## config.mk

```make
export PLATFORM = sky130hd
export DESIGN_NAME = rangefinder_framer_flat
export DESIGN_NICKNAME = d
export VERILOG_FILES = /design/src/rtl/rangefinder_pkg.sv /design/src/rtl/rangefinder_framer_if.sv /design/src/rtl/byte_packer.sv /design/src/rtl/rangefinder_framer.sv /design/src/flat_wrapper.sv
export SDC_FILE = /design/constraint.sdc
export NUM_CORES = 1
export LEC_CHECK = 0
export BUFFER_PORTS_ARGS = -buffer_cell sky130_fd_sc_hd__buf_2
export CAP_MARGIN = 40
export CORE_ASPECT_RATIO = 0.5
export CORE_MARGIN = 2
export CORE_UTILIZATION = 50
export DETAILED_ROUTE_END_ITERATION = 10
export PLACE_DENSITY = 0.73
export SLEW_MARGIN = 40
export SYNTH_ARGS = -nofsm -noshare
export SYNTH_HDL_FRONTEND = slang
export SYNTH_SLANG_ARGS = --single-unit
```

## constraint.sdc

```tcl
create_clock -name clock -period 1.85 [get_ports clock]
set_input_delay 0.2775 -clock clock [delete_from_list [all_inputs] [get_ports clock]]
set_output_delay 0.2775 -clock clock [all_outputs]
set_load 0.02 [all_outputs]
```

## src/rtl/rangefinder_pkg.sv

```systemverilog
// Shared types and default sizing for the rangefinder datapath
// and its byte-stream framer.
package rangefinder_pkg;

    localparam int WIDTH_DEF     = 16;
    localparam int MAX_WORDS_DEF = 255;

    typedef enum logic [1:0] {
        IDLE,
        FRAME,
        FIN_PEND,
        ERROR
    } state_e;

endpackage

```

## src/rtl/rangefinder_framer_if.sv

```systemverilog
// Host-side framed byte stream: data byte plus valid and
// start/end-of-frame qualifiers.
interface rangefinder_framer_if;

    logic [7:0] byte_in;
    logic       byte_valid;
    logic       sof;
    logic       eof;

    modport master (output byte_in, byte_valid, sof, eof);
    modport slave  (input  byte_in, byte_valid, sof, eof);

endinterface

```

## src/rtl/byte_packer.sv

```systemverilog
// Little-endian byte-to-word packer. word_o already contains the
// byte being strobed, so word_done_o and word_o are valid together.
module byte_packer #(
    parameter int WIDTH = 16
) (
    input  logic             clk_i,
    input  logic             rst_ni,
    input  logic             strobe_i,
    input  logic             clear_i,
    input  logic [7:0]       byte_i,
    output logic             word_done_o,
    output logic [WIDTH-1:0] word_o
);

    localparam int BYTES = WIDTH / 8;
    localparam int IW    = (BYTES > 1) ? $clog2(BYTES) : 1;

    logic [IW-1:0]    idx_q, idx_d, cur;
    logic [WIDTH-1:0] sreg_q, sreg_d;

    // clear_i restarts the index so a start-of-frame byte lands in lane 0
    always_comb begin
        cur         = clear_i ? '0 : idx_q;
        idx_d       = idx_q;
        sreg_d      = sreg_q;
        word_done_o = 1'b0;
        if (strobe_i) begin
            sreg_d[8*int'(cur) +: 8] = byte_i;
            word_done_o = (cur == IW'(BYTES - 1));
            idx_d = word_done_o ? '0 : cur + 1'b1;
        end
    end

    assign word_o = sreg_d;

    always_ff @(posedge clk_i or negedge rst_ni) begin
        if (!rst_ni) begin
            idx_q  <= '0;
            sreg_q <= '0;
        end else begin
            idx_q  <= idx_d;
            sreg_q <= sreg_d;
        end
    end

endmodule

```

## src/rtl/rangefinder_framer.sv

```systemverilog
// Turns sof/eof-framed host bytes into go / samples / finish for the
// rangefinder, trapping protocol violations in a local ERROR state.
module rangefinder_framer
    import rangefinder_pkg::*;
#(
    parameter int WIDTH     = WIDTH_DEF,
    parameter int MAX_WORDS = MAX_WORDS_DEF,
    parameter int CW        = 8
) (
    input  logic                 clock,
    input  logic                 reset_n,
    rangefinder_framer_if.slave  host,
    output logic [WIDTH-1:0]     data_out,
    output logic                 go,
    output logic                 finish,
    output logic [CW-1:0]        word_count,
    output logic                 frame_error
);

    state_e           state_q;
    logic             first_q;
    logic [WIDTH-1:0] data_q;
    logic             go_q, fin_q, err_q;
    logic [CW-1:0]    cnt_q;

    logic             strobe, clear, done;
    logic [WIDTH-1:0] word;

    assign strobe = host.byte_valid && ((state_q == FRAME) || host.sof);
    assign clear  = (state_q != FRAME);

    byte_packer #(.WIDTH(WIDTH)) u_packer (
        .clk_i      (clock),
        .rst_ni     (reset_n),
        .strobe_i   (strobe),
        .clear_i    (clear),
        .byte_i     (host.byte_in),
        .word_done_o(done),
        .word_o     (word)
    );

    always_ff @(posedge clock or negedge reset_n) begin
        if (!reset_n) begin
            state_q <= IDLE;
            first_q <= 1'b0;
            data_q  <= '0;
            go_q    <= 1'b0;
            fin_q   <= 1'b0;
            err_q   <= 1'b0;
            cnt_q   <= '0;
        end else begin
            go_q  <= 1'b0;
            fin_q <= 1'b0;
            unique case (state_q)
                IDLE, ERROR: begin
                    if (host.byte_valid && host.sof) begin
                        err_q   <= 1'b0;
                        cnt_q   <= '0;
                        first_q <= 1'b1;
                        state_q <= FRAME;
                        if (done) begin
                            data_q  <= word;
                            cnt_q   <= CW'(1);
                            go_q    <= 1'b1;
                            first_q <= 1'b0;
                            if (host.eof) state_q <= FIN_PEND;
                        end else if (host.eof) begin
                            state_q <= ERROR;
                            err_q   <= 1'b1;
                        end
                    end else if (host.byte_valid && state_q == IDLE) begin
                        state_q <= ERROR;
                        err_q   <= 1'b1;
                    end
                end
                FRAME: begin
                    if (host.byte_valid) begin
                        if (host.sof) begin
                            state_q <= ERROR;
                            err_q   <= 1'b1;
                        end else if (done) begin
                            // overflow drops the sample and keeps the count
                            if (cnt_q == CW'(MAX_WORDS)) begin
                                state_q <= ERROR;
                                err_q   <= 1'b1;
                            end else begin
                                data_q  <= word;
                                cnt_q   <= cnt_q + CW'(1);
                                first_q <= 1'b0;
                                if (first_q) begin
                                    go_q <= 1'b1;
                                    if (host.eof) state_q <= FIN_PEND;
                                end else if (host.eof) begin
                                    fin_q   <= 1'b1;
                                    state_q <= IDLE;
                                end
                            end
                        end else if (host.eof) begin
                            state_q <= ERROR;
                            err_q   <= 1'b1;
                        end
                    end
                end
                FIN_PEND: begin
                    if (host.byte_valid) begin
                        state_q <= ERROR;
                        err_q   <= 1'b1;
                    end else begin
                        fin_q   <= 1'b1;
                        state_q <= IDLE;
                    end
                end
            endcase
        end
    end

    assign data_out    = data_q;
    assign go          = go_q;
    assign finish      = fin_q;
    assign word_count  = cnt_q;
    assign frame_error = err_q;

endmodule

```

## src/flat_wrapper.sv

```systemverilog
// flat-port wrapper written by rule: the top's interface ports become plain ports
module rangefinder_framer_flat import rangefinder_pkg::*;
#(
    parameter int WIDTH     = WIDTH_DEF,
    parameter int MAX_WORDS = MAX_WORDS_DEF,
    parameter int CW        = 8
)
  (clock, reset_n, data_out, go, finish, word_count, frame_error, host_byte_in, host_byte_valid, host_sof, host_eof);
  rangefinder_framer_if host_i ();
  input  logic clock;
  input  logic reset_n;
  output logic [WIDTH-1:0] data_out;
  output logic go;
  output logic finish;
  output logic [CW-1:0] word_count;
  output logic frame_error;
  input wire logic [$bits(host_i.byte_in)-1:0] host_byte_in;
  input wire logic [$bits(host_i.byte_valid)-1:0] host_byte_valid;
  input wire logic [$bits(host_i.sof)-1:0] host_sof;
  input wire logic [$bits(host_i.eof)-1:0] host_eof;
  assign host_i.byte_in = host_byte_in;
  assign host_i.byte_valid = host_byte_valid;
  assign host_i.sof = host_sof;
  assign host_i.eof = host_eof;
  rangefinder_framer #(.WIDTH(WIDTH), .MAX_WORDS(MAX_WORDS), .CW(CW)) u_core (.clock(clock), .reset_n(reset_n), .host(host_i), .data_out(data_out), .go(go), .finish(finish), .word_count(word_count), .frame_error(frame_error));
endmodule
```

==> results.yml <==
run_status:
  outcome: "completed"
setup_path:
  slowest_stage: "dfrtp_1"
  critPathCaptureType: "register"
  cp_cell_sequence: "buf_4 > ha_4 > buf_4 > nand3_1 > nor4bb_1 > a31oi_1 > mux2_2"
  arrival_ps: 2030
  crit_family: "simple AND/OR/NAND/NOR gates"
  slowest_delay_ps: 400
  crit_type: "register to register"
  cp_data_required_time_ps: 2050
  crit_fanout: 6
  worstSetupStartpointType: "register"
  cp_num_buf_inv: 2
  crit_top_cell: "buf_4"
synth:
  yosys.area.top_type_share: 0.5142
  ys_seq_elements: 47
  syn_inst: 182
  yosys.cell_types.count: 45
  yosysSeqAreaShare: 0.5142
  avgSynthCellArea_um2: 12.57
  synth_top_flop_cell: "dfrtp_1"
  syn-num-nets: 202
  synth_top_area_cell: "dfrtp_1"
  synth_common_cells: "dfrtp_1, mux2_2, nor2_1, a21oi_1"
  synth_most_common_cell: "dfrtp_1"
  ys.warnings.count: 0
  synthArstFlopShare: 1.000
  syn_area_mm2: 0.002287
  synth_edf_count: 0
  synthTopCellsByArea: "dfrtp_1, mux2_2, ha_1, a21oi_1, nor2_1"
drt:
  first_iter_violations: 40
  viasPerCell: 5.380
  drc: 0
  ant_nets: 0
  first_pass_iters: 4
  vias: 1657
  drt_wl_total_mm: 4.654
  wl_per_cell_um: 15.11
job:
  cap_violations: 0
placement:
  portBuffers: 39
  hpwl_mm: 3.330
  place_congestion: 0.8247
  post_dp_cell_area_mm2: 0.002739
floorplan:
  fp.coreArea_mm2: 0.004403
  die_w_um: 99.65
  fp-row-count: 17
  dieArea_mm2: 0.005164
  initial_utilization: 0.5195
  die_y_um: 51.83
  io_pins: 40
clock_tree:
  clk_path_buf_depth: 2
  clk_pin_slew_ps: 100
  clockRootBuffer: "clkbuf_8"
  cts_tree: "yes"
  clkSinkCount: 47
  cts_buffers: 5
  clkLatencyLatePin_ps: 310
  htree_levels: 2
timing:
  tightestPinTransition_ps: 377.6
  post-route-period-util: 0.9898
  min_period_ps: 1831
  rsz0062_at_grt: "true"
  drv_slew: 0
  max_freq_mhz: 546.1
  relSlewSlack: 0.7483
  hold_violations: 0
  final-setup-viol-count: 0
  finalClockSkew_ps: 7.313
power:
  peakVddDrop_mv: 0.9108
  powerDensity_mw_per_mm2: 1772
  cellLeakagePower_nw: 1.384
  finalPower_mw: 5.251
final_layout:
  final_core_util: 0.6729
  layout-drive-gt1-share: 0.5538
  fin_nets: 270
  syn_to_final_growth_pct: 29.54
  num_antenna_cells: 0
  stdcell_area_mm2: 0.002963
  fill_cells: 335
  multi_input_area_mm2: 0.001146
  seqCellArea_mm2: 0.001180
grt:
  grt_max_degree: 25
  grt-ovfl-total: 0
  grt_pass1_vias: 1628
  track_usage: 0.1901
  antenna_found_initial: 0
  grt_pass1_wl_mm: 7.486
min_path:
  hold_class: "input pin to register"
worst paths after layout:
kind	start	endpoint	slack (ps)	cells past startpoint
max in group asynchronous	reset_n	u_core.word_count[0]$_DFFE_PN0P_	950	3
min in group asynchronous	reset_n	u_core.data_out[9]$_DFFE_PN0P_	410	2
worst max-delay path	u_core.state_q[0]$_DFFE_PN0P_	u_core.state_q[0]$_DFFE_PN0P_	20	7
worst min register to register	u_core.data_out[14]$_DFFE_PN0P_	u_core.data_out[14]$_DFFE_PN0P_	500	1
worst max register to register	u_core.state_q[0]$_DFFE_PN0P_	u_core.state_q[0]$_DFFE_PN0P_	20	7
worst min-delay path	host_byte_in[5]	u_core.u_packer.sreg_q[5]$_DFF_PN0_	230	2
power by group:
part           total [mW]  switching, mW  internal, mW
Clock               0.643          0.372         0.271
Combinational        2.87           1.41          1.45
Sequential           1.74          0.239          1.50
Total                5.25           2.02          3.23
through the flow:
stage | hold slack, ps | cells | setup WS, ps | TNS (ps)
6_report | 227.8 | 308 | 18.85 | 0
4_1_cts | 223.0 | 304 | -24.60 | -139.3
5_1_grt | 221.4 | 308 | -50.46 | -302.0
3_3_place_gp | 213.4 | 295 | -4.795 | -15.32
2_1_floorplan | -18.09 | 182 | -18.25 | -146.0
3_5_place_dp | 216.0 | 295 | -78.41 | -676.4
kinds of logic after synthesis:
kind of cell	Yosys count	synth area share
XOR/XNOR	3	0.01149
buffers and inverters	15	0.03719
adder cells (fa/ha/maj)	7	0.03829
flip-flops	47	0.5142
multiplexers	36	0.1800
AO/OA/AOI/OAI	30	0.09847
AND/OR/NAND/NOR	44	0.1204
cell usage in the layout, fill, tap and decap left out, types with 2 or more instances in the layout:
cell	count
dfrtp_1	44
buf_2	39
mux2_2	31
buf_4	25
nor2_1	12
a21oi_1	9
inv_1	6
nand2_1	6
nand3_1	6
clkbuf_8	5
o21ai_0	4
ha_1	4
xnor2_1	3
ha_4	3
dfrtp_2	3
nand3_2	2
nand2_4	2
inv_2	2
nor2b_1	2
o21a_1	2
a21o_1	2
a21oi_2	2
a31oi_1	2
mux2_1	2
mux2_4	2
buf_12	2
cell type report:
type / instances / area share
Timing Repair Buffer: 68 / 0.1499
Clock inverter: 3 / 0.007601
Sequential cell: 47 / 0.3982
Clock buffer: 5 / 0.02323
Tap cell: 57 / 0.02407
Multi-Input combinational cell: 120 / 0.3868
Inverter: 8 / 0.01014
layer usage:
metal	vias up	share of wire	track usage
met1	826	0.45	0.2378
met4	0	0.014	0.06849
li1	787	-	-
met5	-	0	0
met3	8	0.038	0.04973
met2	36	0.49	0.3255
what timing repair did:
action | in CTS | in global routing
pin swaps | 1 | 8
gates resized for setup | 3 | 14
cloned | 0 | 0
setup endpoints to repair | 12 | 22
hold endpoints to repair | 13 | 0
hold buffers | 1 | 0
buffers inserted | 0 | 5
sequential cells by signal, summed over array words and instances, names as in the netlist:
| signal | cells |
|---|---|
| u_core.data_out | 16 |
| u_core.u_packer.idx_q | 1 |
| u_core.go | 1 |
| u_core.finish | 1 |
| u_core.u_packer.sreg_q | 16 |
| u_core.frame_error | 1 |
| u_core.first_q | 1 |
| u_core.word_count | 8 |
| u_core.state_q | 2 |
Power figures use the tool's default switching activity.
